[config.mk]
export PLATFORM = sky130hd
export DESIGN_NAME = ccip_mmio_responder
export DESIGN_NICKNAME = d
export VERILOG_FILES = /design/src/rtl/ccip_mmio_responder_pkg.sv /design/src/rtl/ccip_mmio_rsp_pipe.sv /design/src/rtl/ccip_mmio_responder.sv
export SDC_FILE = /design/constraint.sdc
export NUM_CORES = 1
export LEC_CHECK = 0
export CAP_MARGIN = 25
export CORE_UTILIZATION = 50
export DETAILED_ROUTE_END_ITERATION = 6
export GPL_TIMING_DRIVEN = 0
export PLACE_DENSITY_LB_ADDON = 0.15
export SKIP_CTS_REPAIR_TIMING = 1
export SYNTH_ARGS = -nofsm -noshare
export SYNTH_HDL_FRONTEND = slang
export SYNTH_SLANG_ARGS = --single-unit
[constraint.sdc]
create_clock -name clk -period 2.04 [get_ports clk]
set_input_delay 0.306 -clock clk [delete_from_list [all_inputs] [get_ports clk]]
set_output_delay 0.306 -clock clk [all_outputs]
set_load 0.02 [all_outputs]
[src/rtl/ccip_mmio_responder_pkg.sv]
// ccip_mmio_responder_pkg
// Shared types and constants for the CCI-P MMIO responder: the reduced CCI-P
// channel structs the responder consumes/produces, MMIO length encodings, the
// STATUS bit layout and the qword offsets of the CSR map (shared with SW tests).
package ccip_mmio_responder_pkg;

    localparam int unsigned CCIP_TID_W  = 9;
    localparam int unsigned CCIP_DATA_W = 64;

    typedef logic [15:0] t_ccip_mmioAddr;   // 4-byte units
    typedef logic [1:0]  t_mmio_len;

    localparam t_mmio_len MMIO_LEN_4B   = 2'b00;
    localparam t_mmio_len MMIO_LEN_8B   = 2'b01;
    localparam t_mmio_len MMIO_LEN_64B  = 2'b10;
    localparam t_mmio_len MMIO_LEN_RSVD = 2'b11;

    typedef struct packed {
        t_ccip_mmioAddr          address;
        t_mmio_len               length;
        logic [CCIP_TID_W-1:0]   tid;
    } t_ccip_c0_ReqMmioHdr;

    typedef struct packed {
        t_ccip_c0_ReqMmioHdr     hdr;
        logic [CCIP_DATA_W-1:0]  data;
        logic                    mmioRdValid;
        logic                    mmioWrValid;
    } t_if_ccip_c0_Rx;

    typedef struct packed {
        t_if_ccip_c0_Rx c0;
    } t_if_ccip_Rx;

    typedef struct packed {
        logic [CCIP_TID_W-1:0] tid;
    } t_ccip_c2_RspMmioHdr;

    typedef struct packed {
        t_ccip_c2_RspMmioHdr     hdr;
        logic                    mmioRdValid;
        logic [CCIP_DATA_W-1:0]  data;
    } t_if_ccip_c2_Tx;

    // STATUS[3:0], bit 0 is proto_err.
    typedef struct packed {
        logic unmapped;
        logic align_err;
        logic len_err;
        logic proto_err;
    } t_mmio_status;

    // CSR map as qword indices (byte offset / 8).
    localparam int unsigned CSR_DFH_QW          = 0;
    localparam int unsigned CSR_AFU_ID_L_QW     = 1;
    localparam int unsigned CSR_AFU_ID_H_QW     = 2;
    localparam int unsigned CSR_SCRATCH_BASE_QW = 5;

    function automatic int unsigned csr_status_qw(input int unsigned num_scratch);
        return CSR_SCRATCH_BASE_QW + num_scratch;
    endfunction

    function automatic int unsigned csr_count_qw(input int unsigned num_scratch);
        return CSR_SCRATCH_BASE_QW + num_scratch + 1;
    endfunction

endpackage

[src/rtl/ccip_mmio_rsp_pipe.sv]
// ccip_mmio_rsp_pipe
// Fixed-latency shift register carrying {valid, tid, data} for MMIO read
// responses. Only the valid bits are reset; tid/data are don't-care when invalid.
// Ports:
//   clk, rst_n     clock, async active-low reset
//   in_vld_i/tid_i/data_i    response captured at the end of the request cycle
//   out_vld_o/tid_o/data_o   response DEPTH cycles after the request cycle
module ccip_mmio_rsp_pipe #(
    parameter int unsigned DEPTH  = 2,
    parameter int unsigned TID_W  = 9,
    parameter int unsigned DATA_W = 64
) (
    input  logic              clk,
    input  logic              rst_n,
    input  logic              in_vld_i,
    input  logic [TID_W-1:0]  in_tid_i,
    input  logic [DATA_W-1:0] in_data_i,
    output logic              out_vld_o,
    output logic [TID_W-1:0]  out_tid_o,
    output logic [DATA_W-1:0] out_data_o
);

    logic [DEPTH-1:0]  vld_q;
    logic [TID_W-1:0]  tid_q  [DEPTH];
    logic [DATA_W-1:0] data_q [DEPTH];

    always_ff @(posedge clk or negedge rst_n) begin
        if (!rst_n) begin
            vld_q <= '0;
        end else begin
            vld_q[0] <= in_vld_i;
            for (int i = 1; i < int'(DEPTH); i++) begin
                vld_q[i] <= vld_q[i-1];
            end
        end
    end

    always_ff @(posedge clk) begin
        tid_q[0]  <= in_tid_i;
        data_q[0] <= in_data_i;
        for (int i = 1; i < int'(DEPTH); i++) begin
            tid_q[i]  <= tid_q[i-1];
            data_q[i] <= data_q[i-1];
        end
    end

    assign out_vld_o  = vld_q[DEPTH-1];
    assign out_tid_o  = tid_q[DEPTH-1];
    assign out_data_o = data_q[DEPTH-1];

endmodule

[src/rtl/ccip_mmio_responder.sv]
// ccip_mmio_responder
// AFU-side CCI-P MMIO target: decodes MMIO reads/writes from C0Rx, holds the
// DFH / AFU ID / scratch / STATUS / COUNT CSRs and returns read responses on
// C2Tx a fixed RD_LATENCY cycles after the request with the request's tid.
// Ports:
//   clk          interface clock
//   SoftReset_n  async active-low reset
//   ccip_rx      C0 MMIO request channel (mmioRdValid/mmioWrValid/hdr/data)
//   ccip_c2_tx   MMIO read response channel (mmioRdValid, tid, data)
//   scratch0     live value of scratch[0]
//   err_flags    sticky STATUS[3:0]
module ccip_mmio_responder
    import ccip_mmio_responder_pkg::*;
#(
    parameter logic [63:0] DFH_VALUE   = 64'h1000_0000_0000_0000,
    parameter logic [63:0] AFU_ID_L    = 64'h0,
    parameter logic [63:0] AFU_ID_H    = 64'h0,
    parameter int unsigned NUM_SCRATCH = 4,
    parameter int unsigned RD_LATENCY  = 2
) (
    input  logic           clk,
    input  logic           SoftReset_n,
    input  t_if_ccip_Rx    ccip_rx,
    output t_if_ccip_c2_Tx ccip_c2_tx,
    output logic [63:0]    scratch0,
    output logic [3:0]     err_flags
);

    localparam logic [14:0] QW_STATUS = 15'(csr_status_qw(NUM_SCRATCH));
    localparam logic [14:0] QW_COUNT  = 15'(csr_count_qw(NUM_SCRATCH));

    t_ccip_c0_ReqMmioHdr hdr;
    logic                rd_vld, wr_vld;
    logic [14:0]         qw;
    logic                dsel;
    logic                len_err, align_err, unmapped, req_err;
    logic                rd_fire, wr_ok;
    logic [63:0]         qword_val, rd_data, wr_data;

    logic [63:0]  scratch_q [NUM_SCRATCH];
    logic [63:0]  scratch_d [NUM_SCRATCH];
    t_mmio_status status_q, status_d;
    logic [31:0]  rd_cnt_q, rd_cnt_d;
    logic [31:0]  wr_cnt_q, wr_cnt_d;

    logic                  rsp_vld;
    logic [CCIP_TID_W-1:0] rsp_tid;
    logic [63:0]           rsp_data;

    assign hdr     = ccip_rx.c0.hdr;
    assign rd_vld  = ccip_rx.c0.mmioRdValid;
    assign wr_vld  = ccip_rx.c0.mmioWrValid;
    assign wr_data = ccip_rx.c0.data;
    assign qw      = hdr.address[15:1];
    assign dsel    = hdr.address[0];

    assign len_err   = (hdr.length == MMIO_LEN_64B) || (hdr.length == MMIO_LEN_RSVD);
    assign align_err = (hdr.length == MMIO_LEN_8B) && hdr.address[0];
    assign unmapped  = (qw > QW_COUNT);
    assign req_err   = len_err || align_err || unmapped;

    // A read colliding with a write is dropped; the write still goes ahead.
    assign rd_fire = rd_vld && !wr_vld;
    assign wr_ok   = wr_vld && !req_err;

    always_comb begin
        qword_val = '0;
        if (qw == 15'(CSR_DFH_QW))      qword_val = DFH_VALUE;
        if (qw == 15'(CSR_AFU_ID_L_QW)) qword_val = AFU_ID_L;
        if (qw == 15'(CSR_AFU_ID_H_QW)) qword_val = AFU_ID_H;
        for (int i = 0; i < int'(NUM_SCRATCH); i++) begin
            if (qw == 15'(CSR_SCRATCH_BASE_QW + i)) qword_val = scratch_q[i];
        end
        if (qw == QW_STATUS) qword_val = {60'd0, status_q};
        if (qw == QW_COUNT)  qword_val = {wr_cnt_q, rd_cnt_q};
    end

    always_comb begin
        if (req_err) begin
            rd_data = '0;
        end else if (hdr.length == MMIO_LEN_4B) begin
            rd_data = {32'd0, (dsel ? qword_val[63:32] : qword_val[31:0])};
        end else begin
            rd_data = qword_val;
        end
    end

    always_comb begin
        scratch_d = scratch_q;
        for (int i = 0; i < int'(NUM_SCRATCH); i++) begin
            if (wr_ok && (qw == 15'(CSR_SCRATCH_BASE_QW + i))) begin
                if (hdr.length == MMIO_LEN_8B) begin
                    scratch_d[i] = wr_data;
                end else if (dsel) begin
                    scratch_d[i][63:32] = wr_data[31:0];
                end else begin
                    scratch_d[i][31:0] = wr_data[31:0];
                end
            end
        end
    end

    // W1C first, then OR in this cycle's errors so a new error beats its own clear.
    always_comb begin
        status_d = status_q;
        if (wr_ok && (qw == QW_STATUS) && ((hdr.length == MMIO_LEN_8B) || !dsel)) begin
            status_d = status_q & ~t_mmio_status'(wr_data[3:0]);
        end
        if (rd_vld && wr_vld)                  status_d.proto_err = 1'b1;
        if ((rd_vld || wr_vld) && len_err)     status_d.len_err   = 1'b1;
        if ((rd_vld || wr_vld) && align_err)   status_d.align_err = 1'b1;
        if ((rd_vld || wr_vld) && unmapped)    status_d.unmapped  = 1'b1;
    end

    assign rd_cnt_d = rd_cnt_q + {31'd0, rd_fire};
    assign wr_cnt_d = wr_cnt_q + {31'd0, wr_vld};

    always_ff @(posedge clk or negedge SoftReset_n) begin
        if (!SoftReset_n) begin
            for (int i = 0; i < int'(NUM_SCRATCH); i++) begin
                scratch_q[i] <= '0;
            end
            status_q <= '0;
            rd_cnt_q <= '0;
            wr_cnt_q <= '0;
        end else begin
            scratch_q <= scratch_d;
            status_q  <= status_d;
            rd_cnt_q  <= rd_cnt_d;
            wr_cnt_q  <= wr_cnt_d;
        end
    end

    ccip_mmio_rsp_pipe #(
        .DEPTH  (RD_LATENCY),
        .TID_W  (CCIP_TID_W),
        .DATA_W (64)
    ) u_rsp_pipe (
        .clk        (clk),
        .rst_n      (SoftReset_n),
        .in_vld_i   (rd_fire),
        .in_tid_i   (hdr.tid),
        .in_data_i  (rd_data),
        .out_vld_o  (rsp_vld),
        .out_tid_o  (rsp_tid),
        .out_data_o (rsp_data)
    );

    // Pipe payload is unreset, so mask it to keep C2 all-zero when idle.
    always_comb begin
        ccip_c2_tx             = '0;
        ccip_c2_tx.mmioRdValid = rsp_vld;
        if (rsp_vld) begin
            ccip_c2_tx.hdr.tid = rsp_tid;
            ccip_c2_tx.data    = rsp_data;
        end
    end

    assign scratch0  = scratch_q[0];
    assign err_flags = status_q;

endmodule

# After elaboration in Yosys (flattened, before gate mapping)
# Memory sizes are Yosys's and may differ from the RTL's.
# Cells that the tools add are included.
# W data, S select, Z words.
[word_totals]
ram_bits = 146
output_inout_bits = 142
regBits = 326
inputBits = 95
n_memories = 2
elab_cells = 92
[memory_table]
columns = ["name", "words", "word_bits", "read_ports", "rd_clocked_by_memory_dff", "write_ports", "line", "source"]
rows = [
  ["u_rsp_pipe.data_q", 2, 64, 2, 0, 2, "ccip_mmio_rsp_pipe.sv:25", "logic [DATA_W-1:0] data_q [DEPTH];"],
  ["u_rsp_pipe.tid_q", 2, 9, 2, 0, 2, "ccip_mmio_rsp_pipe.sv:24", "logic [TID_W-1:0] tid_q [DEPTH];"],
]
[classes]
n_reduce_logical = 36
n_lt_le_gt_ge = 1
eq_ne = 12
n_addsub = 2
mux = 22
n_bitwise = 2
[op_table]
columns = ["op", "count"]
rows = [
  ["$mux W64", 11],
  ["$mux W61", 2],
  ["$mux W32", 3],
  ["$add A32 B1 Y32", 2],
  ["$eq A15 B3 Y1 const B", 3],
  ["$eq A15 B4 Y1 const B", 3],
  ["$reduce_and A2 Y1", 8],
  ["$eq A15 B1 Y1 const B", 1],
  ["$eq A15 B2 Y1 const B", 1],
  ["$gt A15 B4 Y1 const B", 1],
  ["$logic_not A15 Y1", 1],
  ["$logic_and A1 B1 Y1", 13],
  ["$reduce_bool A2 Y1", 5],
  ["$mux W9", 1],
  ["$logic_or A1 B1 Y1", 5],
  ["$and A4 B4 Y4", 1],
  ["$eq A2 B2 Y1 const B", 2],
  ["$mux W1", 4],
  ["$mux W4", 1],
  ["$not A4 Y4", 1],
  ["$logic_not A1 Y1", 3],
  ["$eq A2 B1 Y1 const B", 1],
  ["$logic_not A2 Y1", 1],
  ["$ne A2 B1 Y1 const B", 1],
]

# Longest topological paths before layout
# Gate-level depths: netlist of run 1.
[depth]
depth_word = 13
ltp_mapped = 9
depth_no_buf = 7

# By module
# Synthesis of run 1 repeated with hierarchy kept, for this count alone.
[hier_totals]
cells_unflattened = 1746
hier_area_um2 = 19715.2
[by_module_without_submodules]
columns = ["mod", "n_inst", "area_each_um2", "seq_area_each_um2", "cells_per_inst"]
rows = [
  ["ccip_mmio_responder", 1, 16194.3, 8107.8, 1525],
  ["ccip_mmio_rsp_pipe", 1, 3520.9, 2972.9, 221],
]

# Least setup slack after synthesis of run 1
# No wires, ideal clock.
[synth_path]
path_type = "input to register"
startpoint = "input ccip_rx[82] (netlist bit)"
endpoint = "register scratch_q[131] (netlist bit)"
path_slack_ns = -0.467
t_arrival_ns = 2.382
t_required_ns = 1.915
n_path_buf = 3
path_stages = 8
cell_sequence = "or4_4 nor3_2 and4b_1 buf_2 and3_1 buf_2 buf_4 mux2_2"
[synth_between]
elab_chain_cells = 6
elab_cells_between_ends = 7
[synth_rtl]
columns = ["element", "line", "source"]
rows = [
  ["from (decl)", "ccip_mmio_responder.sv:23", "input t_if_ccip_Rx ccip_rx,"],
  ["$gt A15 B4 Y1", "ccip_mmio_responder.sv:59", "assign unmapped = (qw > QW_COUNT);"],
  ["$logic_or A1 B1 Y1", "ccip_mmio_responder.sv:60", "assign req_err = len_err || align_err || unmapped;"],
  ["$logic_not A1 Y1", "ccip_mmio_responder.sv:64", "assign wr_ok = wr_vld && !req_err;"],
  ["$logic_and A1 B1 Y1", "ccip_mmio_responder.sv:64", ""],
  ["$logic_and A1 B1 Y1 (*)", "ccip_mmio_responder.sv:91", "if (wr_ok && (qw == 15'(CSR_SCRATCH_BASE_QW + i))) begin"],
  ["$reduce_and A2 Y1 (no source line) (*)", "--", ""],
  ["to (signal assigned)", "ccip_mmio_responder.sv:127", "scratch_q <= scratch_d;"],
  ["to (decl)", "ccip_mmio_responder.sv:40", "logic [63:0] scratch_q [NUM_SCRATCH];"],
]
# Every way passes the cells marked *; elsewhere a longest branch is shown, timed or not.
# A chain may end at the register's enable or synchronous reset.

==> metrics.md, run 1 <==
| Metric | Value |
|---|---|
| Yosys top cell by area | `dfrtp_1` |
| Max Slew Vio Count | `0` |
| Outcome | `finished with violations` |
| Min Tclk post-route | `2.17 ns` |
| Utilization after layout | `69.4%` |
| Worst slack at placement | `-1.97 ns` |
| HP Class | `input pin to flip-flop` |
| RSZ-0062 raised after global routing | `yes` |
| Root buffer cell | `clkbuf_16` |
| Pin count of the biggest net entering global routing | `122` |
| Syn_nets | `about 1.8k` |
| Crit start category | `flip-flop` |
| Diodes inserted | `0` |
| H-tree levels | `2` |
| Worst-Margin Slew | `1.03 ns` |
| Die width | `200 um` |
| Initial DRC Count | `between 1.5k and 2k` |
| Global Route Usage Sum | `31.6%` |
| Post-synthesis cell count | `between 1.5k and 2k` |
| IO buf count | `233` |
| Final TNS setup | `-3.69 ns` |
| CTS buffer count | `48` |
| Share of the synthesized area in the top cell type | `between 40% and 50%` |
| Worst-case clock buffer depth | `3` |
| Max_cap viols | `0` |
| Peak fanout along the critical path | `10` |
| DR DRC count | `10` |
| Via count | `15.5k` |
| Worst vdd ir | `0.000518 V` |
| Grt total ovfl | `0` |
| Row cnt | `72` |
| Relative slew slack | `a little under a third` |
| Mapped cell area | `19600 um^2` |
| Failing checks | `design-rule violations, negative setup slack` |
| Post-synth cell types | `58` |
| Synthesis Warnings | `0` |
| CTS tree | `built` |
| Critical path arrival | `1.86 ns` |
| Crit path kind | `flip-flop to primary output` |
| PwrDens | `729 nW/um^2` |
| Antenna Nets Post-Route | `0` |
| DR pass1 iterations | `7` |
| Area Overhead vs Synth | `36.8%` |
| Antenna violations before repair | `3` |
| Final-report setup violation count | `90` |
| Required time of the worst setup path | `1.73 ns` |
| Post-route cell area | `26800 um^2` |
| Die footprint | `about 40000 um^2` |
| Vias per cell | `5.88` |
| Setup crit end kind | `primary output` |
| Largest cells by area after synthesis | `dfrtp_1 (42%), dfxtp_1 (15%), mux2_2 (11%)` |
| Async set-reset flop share out of synthesis | `69.1%` |
| Flops & latches, synth | `472` |
| # fillers | `2798` |
| Sink Count | `between 400 and 500` |
| Core Footprint | `38600 um^2` |
| Post-DP Area | `between 20000 and 25000 um^2` |
| Initial Utilization | `50.8%` |
| Worst-path clk slew | `0.06 ns` |
| Die Y | `roughly 200 um` |
| Final worst slack | `-0.130 ns` |
| First-pass GRT wire length | `about 92000 um` |
| Setup Skew | `about 0.018 ns` |
| DP Wirelength | `46800 um` |
| Fin. Hold Viols | `0` |
| Layout cell share with drive strength beyond 1 | `35.3%` |
| Nets@finish | `2181` |
| Routed WL | `between 60000 and 70000 um` |
| Vias in the first global route | `14.4k` |
| GPL Wtd Cong | `~0.96` |
| Clk_lat worst skew | `0.60 ns` |
| Ports | `237` |
| Final period util | `106%` |
| P_leak | `0.0125 uW` |
| Post-synth EDFFs | `0` |
| Avg Cell Area, Syn | `11.5 um^2` |
| Sequential area share after synthesis | `56.5%` |
| WL per Instance | `~25 um` |
| Fmax | `0.461 GHz` |
| Synth Flop Type | `dfrtp_1` |
| Reg2Reg Setup Slack | `-0.06 ns` |
## worst max-delay path, stage by stage (launching register included)
cell	delay [ns]
dfrtp_1	0.44
buf_6	0.15
buf_6	0.11
buf_8	0.13
buf_6	0.13
and2_1	0.17
buf_6	0.14
## metrics by stage
stage	power (uW)	std cells	hold slack, ns
floorplan	10100	1706	0.0104
global placement	10800	2457	0.311
detailed placement	10800	2461	0.312
CTS	19400	2547	-0.250
global route	20100	2636	0.165
finish	19500	2636	0.163
## layout by cell type (no fill, tap or decap), drive strengths merged, types with 35 or more instances in the layout
cell type,n
dfrtp,326
o21ai,207
a221oi,37
nand3,36
clkdlybuf4s50,125
clkbuf,160
mux2,188
and3,35
dfxtp,146
and2,79
a22o,48
buf,258
xnor2,44
dlymetal6s2s,36
nand2,127
## logic make-up after synthesis
| kind of cell | after synthesis | synth area share (%) |
|---|---|---|
| and+or+nand+nor | 361 | 9.83 |
| buffers and inverters | 185 | 5.08 |
| adders and majority gates | 4 | 0.255 |
| muxes | 220 | 12.4 |
| DFF | 472 | 56.5 |
| xor gates and xnor gates | 60 | 2.68 |
| AOI/OAI and AO/OA | 404 | 13.2 |
## path summary, 6_finish.rpt
kind | startpoint | endpoint | depth (start not counted)
hold / removal | ccip_rx[73] | u_rsp_pipe.tid_q[0][7]$_DFF_P_ | 1
hold reg to reg | u_rsp_pipe.data_q[0][34]$_SDFF_PP0_ | u_rsp_pipe.data_q[0][98]$_DFF_P_ | 0
max in group asynchronous | SoftReset_n | scratch_q[8]$_DFFE_PN0P_ | 3
setup / recovery | u_rsp_pipe.vld_q[1]$_DFF_PN0_ | ccip_c2_tx[62] | 6
setup reg to reg | scratch0[40]$_DFFE_PN0P_ | u_rsp_pipe.data_q[0][40]$_SDFF_PP0_ | 4
min in group asynchronous | SoftReset_n | scratch0[17]$_DFFE_PN0P_ | 2
## state kept, by name (all words and copies together) (netlist names)
register / flops
u_rsp_pipe.vld_q: 2
err_flags: 4
rd_cnt_q: 32
wr_cnt_q: 32
u_rsp_pipe.tid_q: 18
u_rsp_pipe.data_q: 128
scratch0: 64
scratch_q: 192
## cell type report
type	instances	area [um^2]	area share [%]
flip-flops and latches	472	11100	41.3
multi-input cells	1049	8660	32.3
repair buffers	329	3470	12.9
clock buffers	72	1440	5.38
plain buffers	179	1400	5.23
well taps	518	648	2.42
clock inverters	14	109	0.406
inverters	3	11.3	0.0420
## cells in the mapped netlist, types with 5 or more instances
cell type  count
a222oi_1      17
buf_2          7
and2_1        79
nor4_1         5
nand2_1      127
dfxtp_1      146
xor2_1        16
a21oi_1       28
nand3_1       36
nand4_1       12
mux2_2       184
a22oi_1       33
clkbuf_1      90
a221o_1        5
mux2i_1       32
o22ai_1       14
nor2_1        31
dfrtp_1      326
a221oi_1      36
xnor2_1       44
a22o_1        48
buf_1          9
nor2b_1        5
buf_4         72
and3_1        35
o21ai_0      203
## layer usage
metal,vias up,part of all wire [%],routed length (um),track usage (%)
li1,6827,-,-,-
met2,772,44,29200,47.9
met1,7744,43,28700,45.5
met5,-,0.042,28,0
met3,152,8.2,5460,4.89
met4,4,4.5,2980,12.9
## report_power, final
| part | switching (uW) | leakage [uW] | total, uW | internal, uW |
|---|---|---|---|---|
| Sequential | 178 | 0.00569 | 9640 | 9460 |
| Clock | 3800 | 0.000770 | 8700 | 4900 |
| Combinational | 745 | 0.00605 | 1210 | 467 |
(Power assumes the default switching activity.)
==> run 2: changes to the inputs <==
Settings changed: ABC_CLOCK_PERIOD_IN_PS set to 2040.
==> results of run 2 <==
Final layout, timing and power as in run 1 (identical DEF).
